### config.mk
export PLATFORM = sky130hd
export DESIGN_NAME = tmds_gearbox
export DESIGN_NICKNAME = d
export VERILOG_FILES = /design/src/rtl/tmds_gearbox.sv
export SDC_FILE = /design/constraint.sdc
export NUM_CORES = 1
export LEC_CHECK = 0
export BUFFER_PORTS_ARGS = -buffer_cell sky130_fd_sc_hd__clkbuf_2
export CELL_PAD_IN_SITES_DETAIL_PLACEMENT = 1
export CELL_PAD_IN_SITES_GLOBAL_PLACEMENT = 1
export CORE_ASPECT_RATIO = 2
export CORE_MARGIN = 2
export CORE_UTILIZATION = 45
export DETAILED_ROUTE_END_ITERATION = 10
export PLACE_DENSITY_LB_ADDON = 0.1
export SYNTH_ARGS = -nofsm -noshare
export SYNTH_HDL_FRONTEND = slang
export SYNTH_SLANG_ARGS = --single-unit
### constraint.sdc
create_clock -name clk_5x -period 2.76 [get_ports clk_5x]
set_clock_uncertainty 0.2 [all_clocks]
set_input_delay 0.276 -clock clk_5x [delete_from_list [all_inputs] [get_ports clk_5x]]
set_output_delay 0.276 -clock clk_5x [all_outputs]
set_load 0.03 [all_outputs]
### src/rtl/tmds_gearbox.sv
// tmds_gearbox: multi-lane word-to-chunk gearbox for TMDS serializers.
// Buffers CHANNELS-wide word-sets in a small FIFO and emits OUT_W bits per
// lane per clock, LSB first. IDLE_WORD is sent on every lane whenever the
// block is not streaming, including an underflow while running.
// Optional build macro TMDS_GEARBOX_STATS_EN adds a saturating
// underflow counter output (underflow_cnt).
module tmds_gearbox #(
   parameter int                CHANNELS    = 3,
   parameter int                WORD_W      = 10,
   parameter int                OUT_W       = 2,
   parameter int                DEPTH       = 4,
   parameter int                PRIME_LEVEL = 2,
   parameter logic [WORD_W-1:0] IDLE_WORD   = 10'b1101010100
) (
   input  logic                         clk_5x,
   input  logic                         rst,
   input  logic                         enable,
   input  logic                         in_valid,
   output logic                         in_ready,
   input  logic [CHANNELS*WORD_W-1:0]   in_data,
   output logic [CHANNELS*OUT_W-1:0]    out_data,
   output logic                         out_word_start,
   output logic                         underflow,
   output logic [$clog2(DEPTH+1)-1:0]   fill
`ifdef TMDS_GEARBOX_STATS_EN
   ,
   output logic [15:0]                  underflow_cnt
`endif
);

   localparam int R      = WORD_W / OUT_W;
   localparam int PH_W   = (R > 1) ? $clog2(R) : 1;
   localparam int FILL_W = $clog2(DEPTH + 1);
   localparam int PTR_W  = $clog2(DEPTH);

   // Parameter sanity: these abort elaboration on an unusable configuration.
   if (WORD_W % OUT_W != 0) begin : g_bad_ratio
      $error("tmds_gearbox: WORD_W must be an integer multiple of OUT_W");
   end
   if (DEPTH < 2 || (DEPTH & (DEPTH - 1)) != 0) begin : g_bad_depth
      $error("tmds_gearbox: DEPTH must be a power of 2 and at least 2");
   end
   if (PRIME_LEVEL < 1 || PRIME_LEVEL > DEPTH) begin : g_bad_prime
      $error("tmds_gearbox: PRIME_LEVEL must lie in 1..DEPTH");
   end

   typedef logic [CHANNELS-1:0][WORD_W-1:0] word_set_t;
   typedef enum logic [1:0] {ST_IDLE, ST_PRIME, ST_RUN} state_t;

   state_t             state, state_next;
   logic [PH_W-1:0]    phase;
   logic               boundary;
   word_set_t          mem [DEPTH];
   logic [PTR_W-1:0]   rd_ptr, wr_ptr;
   word_set_t          shift;
   word_set_t          load_word;
   logic               push, pop, underflow_next;

   assign boundary  = (phase == '0);
   // in_ready looks only at registered fill, so a pop in the same cycle never
   // opens room for a push into a full FIFO.
   assign in_ready  = !rst && (fill < FILL_W'(DEPTH));
   assign push      = in_valid && in_ready;
   assign load_word = pop ? mem[rd_ptr] : {CHANNELS{IDLE_WORD}};

   // State register.
   always_ff @(posedge clk_5x) begin
      if (rst) state <= ST_IDLE;
      else     state <= state_next;
   end

   // Next state, pop and underflow decision; only word boundaries matter.
   // NOTE: every always_comb output gets a default first so no latch is inferred.
   always_comb begin
      state_next     = state;
      pop            = 1'b0;
      underflow_next = 1'b0;
      if (boundary) begin
         case (state)
            ST_IDLE: begin
               if (enable) state_next = ST_PRIME;
            end
            ST_PRIME: begin
               if (!enable) begin
                  state_next = ST_IDLE;
               end else if (fill >= FILL_W'(PRIME_LEVEL)) begin
                  state_next = ST_RUN;
                  pop        = 1'b1;
               end
            end
            ST_RUN: begin
               if (!enable) begin
                  state_next = ST_IDLE;
               end else if (fill == '0) begin
                  state_next     = ST_PRIME;
                  underflow_next = 1'b1;
               end else begin
                  pop = 1'b1;
               end
            end
            default: state_next = ST_IDLE;
         endcase
      end
   end

   // Phase counter, word load at boundaries and LSB-first chunk shifting.
   // NOTE: sequential state uses non-blocking assignments only, so every
   // register samples pre-edge values regardless of statement order.
   always_ff @(posedge clk_5x) begin
      if (rst) begin
         phase          <= '0;
         shift          <= '0;
         out_data       <= '0;
         out_word_start <= 1'b0;
         underflow      <= 1'b0;
      end else begin
         phase <= (phase == PH_W'(R - 1)) ? '0 : phase + PH_W'(1);
         if (boundary) begin
            for (int c = 0; c < CHANNELS; c++) begin
               out_data[c*OUT_W +: OUT_W] <= load_word[c][OUT_W-1:0];
               shift[c]                   <= load_word[c] >> OUT_W;
            end
            out_word_start <= 1'b1;
            underflow      <= underflow_next;
         end else begin
            for (int c = 0; c < CHANNELS; c++) begin
               out_data[c*OUT_W +: OUT_W] <= shift[c][OUT_W-1:0];
               shift[c]                   <= shift[c] >> OUT_W;
            end
            out_word_start <= 1'b0;
            underflow      <= 1'b0;
         end
      end
   end

   // FIFO pointers and occupancy.
   always_ff @(posedge clk_5x) begin
      if (rst) begin
         rd_ptr <= '0;
         wr_ptr <= '0;
         fill   <= '0;
      end else begin
         if (push) wr_ptr <= wr_ptr + PTR_W'(1);
         if (pop)  rd_ptr <= rd_ptr + PTR_W'(1);
         case ({push, pop})
            2'b10:   fill <= fill + FILL_W'(1);
            2'b01:   fill <= fill - FILL_W'(1);
            default: fill <= fill;
         endcase
      end
   end

   // FIFO storage write port.
   // NOTE: storage is deliberately not reset; reset clears the pointers and
   // fill, which makes any stale contents unreachable.
   always_ff @(posedge clk_5x) begin
      if (push) mem[wr_ptr] <= in_data;
   end

`ifdef TMDS_GEARBOX_STATS_EN
   // Saturating count of underflow pulses, cleared only by reset.
   always_ff @(posedge clk_5x) begin
      if (rst)                                   underflow_cnt <= '0;
      else if (underflow && underflow_cnt != '1) underflow_cnt <= underflow_cnt + 16'd1;
   end
`endif

endmodule
==> flow_metrics.py <==
metrics = {
    "critical_path": {
        "cpLargestDelayFamily": "adder cells",
        "crit_fanout": 5,
        "cp_data_required_time_ns": 2.91,
        "max_stage_delay_ns": 0.37,
        "critPathBufInv": 3,
        "crit_path_cell_trace": "inv_1, ha_4, nand4b_4, or2_1, inv_1, ha_2, inv_1, fa_1, xor2_1, or3_1, a21oi_1",
        "end_kind": "flip-flop",
        "r2r_start": "state[0]",
        "worstPathArrival_ns": 2.81,
        "crit_start": "state[0]",
        "cpMostUsedCell": "inv_1",
        "crit_path_start_kind": "flip-flop",
        "crit_type": "reg -> reg",
        "critPathSlowestCell": "fa_1",
    },
    "routing": {
        "route.detailed.drc": 0,
        "drt-total-wl_um": 11710,
        "wl_per_cell_um": 20.05,
        "drt_iter0_markers": 161,
        "first_pass_iters": 4,
        "vias_per_cell": 5.401,
        "ant_nets": 0,
        "vias": 3154,
    },
    "layout": {
        "diodes": 0,
        "area_growth_pct": 23.01,
        "final_core_util_pct": 56.47,
        "design_area_mm2": 0.007546,
        "final_cells": 584,
        "fillers": 1206,
        "nets": 462,
        "drive_gt1_share_pct": 33.10,
    },
    "synth": {
        "syn_area_per_cell_um2": 19.23,
        "synth-main-ff-cell": "edfxtp_1",
        "ys_seq_area_share_pct": 73.75,
        "synthesis.nets": 365,
        "ys_types": 41,
        "synth_edf_count": 120,
        "synth_top_cell_by_area": "edfxtp_1",
        "synth_area_mm2": 0.006135,
        "synthArstFlopShare_pct": 0,
        "synth_cells": 319,
        "synthTopCellsByArea": "edfxtp_1, dfxtp_1, mux4_2",
        "ys_seq_elements": 166,
        "synth_top_area_share_pct": 58.74,
        "yosysWarnings": 0,
    },
    "global_routing": {
        "grt_max_degree": 31,
        "busiest_layer": "met2",
        "grt_overflow": 0,
        "grt_use_met2_pct": 31.37,
        "grt_pass1_vias": 3504,
        "grt_pass1_wl_um": 18780,
        "gr-usage-met1_pct": 21.12,
        "met3_usage_pct": 3.072,
        "grt_antenna_before_repair": 0,
        "grt_usage_pct": 17.73,
    },
    "clocking": {
        "numCtsBuffers": 17,
        "cts_tree": "built",
        "cts_max_level": 4,
        "clkLatencyLatePin_ns": 0.42,
        "clock-sinks": 166,
        "cts_buffer_depth": 2,
        "root_buffer": "clkbuf_16",
        "clk_pin_slew_ns": 0.07,
    },
    "timing": {
        "finalMaxSlewViolations": 0,
        "setup-tns-final_ns": 0,
        "max_freq_mhz": 376.2,
        "max_slew_margin_pct": 24.01,
        "worst_slew_pin_slew_ns": 1.134,
        "fin_crit_ns": 2.658,
        "hold_violations": 0,
        "fin_crit_sh_pct": 96.31,
        "setup_viol": 0,
    },
    "floorplan": {
        "start_util_pct": 45.91,
        "fp.dieW_um": 86.56,
        "dieArea_mm2": 0.01464,
        "coreArea_mm2": 0.01336,
        "io_pins": 46,
        "rows": 60,
        "fp.dieH_um": 169.1,
    },
    "place": {
        "dp.cells": 516,
        "placed_cell_area_mm2": 0.006588,
        "place_hpwl_um": 7030,
        "gp_congestion": 0.6775,
        "portBuffers": 45,
    },
    "pwr": {
        "p_leak_nw": 2.634,
        "ir_drop_mv": 0.4496,
        "p_per_area_mw_per_mm2": 733.2,
    },
    "job": {
        "drv_cap": 0,
    },
    "worst_hold_path": {
        "hp-start": "rst",
        "hold_class": "in -> reg",
    },
    "run_status": {
        "status": "finished clean",
    },
}
-- registers in the layout (all words and copies together), names as in the netlist, named ones only --
| name | count |
|---|---|
| mem | 120 |
| shift | 24 |
| out_data | 6 |
| fill | 3 |
| phase | 3 |
| rd_ptr | 2 |
| state | 2 |
| wr_ptr | 2 |
| out_word_start | 1 |
| underflow | 1 |
-- timing repair --
action                                 CTS  global route
gates resized for setup                  0             5
endpoints found under the hold margin  121             0
buffers inserted                         0             5
hold buffers                            31             0
setup endpoints to repair                0             1
-- worst reg2reg max path, stage by stage (launching register included) --
cell and delay, ns:
dfxtp_2 0.36, inv_1 0.09, ha_4 0.28, nand4b_4 0.12
or2_1 0.26, inv_1 0.06, ha_2 0.16, inv_1 0.05
fa_1 0.37, xor2_1 0.16, or3_1 0.37, a21oi_1 0.12
-- report_power, final --
group          leakage [nW]  total, mW  switching, mW  internal (mW)
Combinational         0.878      0.350          0.187          0.163
Clock                 0.287       2.38          0.991           1.39
Sequential             1.47       2.80         0.0336           2.77
Total                  2.63       5.53           1.21           4.32
-- synthesized netlist by cell type, types with 2 or more instances --
| cell type | instances |
|---|---|
| o21a_1 | 6 |
| buf_2 | 6 |
| a21oi_1 | 6 |
| xor2_1 | 2 |
| and2_1 | 6 |
| o221a_1 | 3 |
| nor2_1 | 9 |
| or3_1 | 3 |
| o21ai_0 | 2 |
| a32o_1 | 15 |
| nand2b_1 | 2 |
| o221a_2 | 6 |
| ha_1 | 11 |
| nand2_1 | 4 |
| mux4_2 | 30 |
| clkbuf_1 | 6 |
| inv_1 | 11 |
| mux2i_1 | 3 |
| dfxtp_1 | 46 |
| buf_6 | 2 |
| edfxtp_1 | 120 |
-- placed cells by master (no fill, tap or decap), drive strengths merged --
cell / n
ha: 11
xor2: 2
o221a: 9
clkbuf: 64
a21oi: 6
o21ai: 2
inv: 18
nand4bb: 1
nor3b: 2
a211oi: 1
o2111ai: 1
nor3: 2
edfxtp: 120
nand2b: 2
a32o: 15
dfxtp: 46
or3: 3
buf: 18
mux4: 30
nor2: 9
or2: 1
o21a: 6
nor4b: 1
fa: 1
xnor2: 1
mux2: 1
and2b: 1
o31ai: 1
bufinv: 2
nand4b: 1
clkinv: 2
nand3: 1
dlygate4sd3: 31
mux2i: 3
and2: 6
nand2: 4
clkinvlp: 3
nor2b: 1
-- kinds of logic after synthesis --
kind of cell | synth area share, %
flops | 73.75
compound gates | 5.955
simple gates | 3.467
mux | 11.69
buf+inv | 2.141
fa+ha+maj | 2.570
xor+xnor | 0.4284
-- metrics by stage --
| stage | setup WS, ns | hold slack, ns | total power [mW] |
|---|---|---|---|
| 6_report | 0.1018 | 0.09276 | 5.533 |
| 5_1_grt | -0.02158 | 0.1090 | 5.737 |
| 4_1_cts | 0.05040 | 0.07789 | 5.591 |
| 3_5_place_dp | 0.05409 | 0.2598 | 3.166 |
| 3_3_place_gp | 0.1813 | 0.2589 | 3.151 |
| 2_1_floorplan | 0.002267 | 0.1749 | 3.042 |
-- path summary, 6_finish.rpt --
| check | endpoint | slack, ns | cells past startpoint |
|---|---|---|---|
| setup / recovery | fill[2] | 0.10 | 11 |
| hold / removal | fill[0] | 0.09 | 3 |
| setup reg to reg | fill[2] | 0.10 | 11 |
| hold reg to reg | out_data[0] | 0.27 | 1 |
-- cell type report --
class | instances | area (µm²) | area share [%]
clock buffers | 19 | 442.9 | 5.870
inverters | 12 | 45.04 | 0.5969
clock inverters | 13 | 160.2 | 2.122
multi-input cells | 125 | 1505 | 19.95
flip-flops and latches | 166 | 4528 | 60.01
repair buffers | 94 | 670.6 | 8.887
well taps | 155 | 193.9 | 2.570
-- per-layer routing --
metal | wire length, µm | vias to the layer above
met5 | 0 | -
met4 | 70 | 0
met3 | 397 | 6
met2 | 6764 | 76
met1 | 4479 | 1593
li1 | - | 1479
Note: power is estimated with default switching activity, not from simulation.
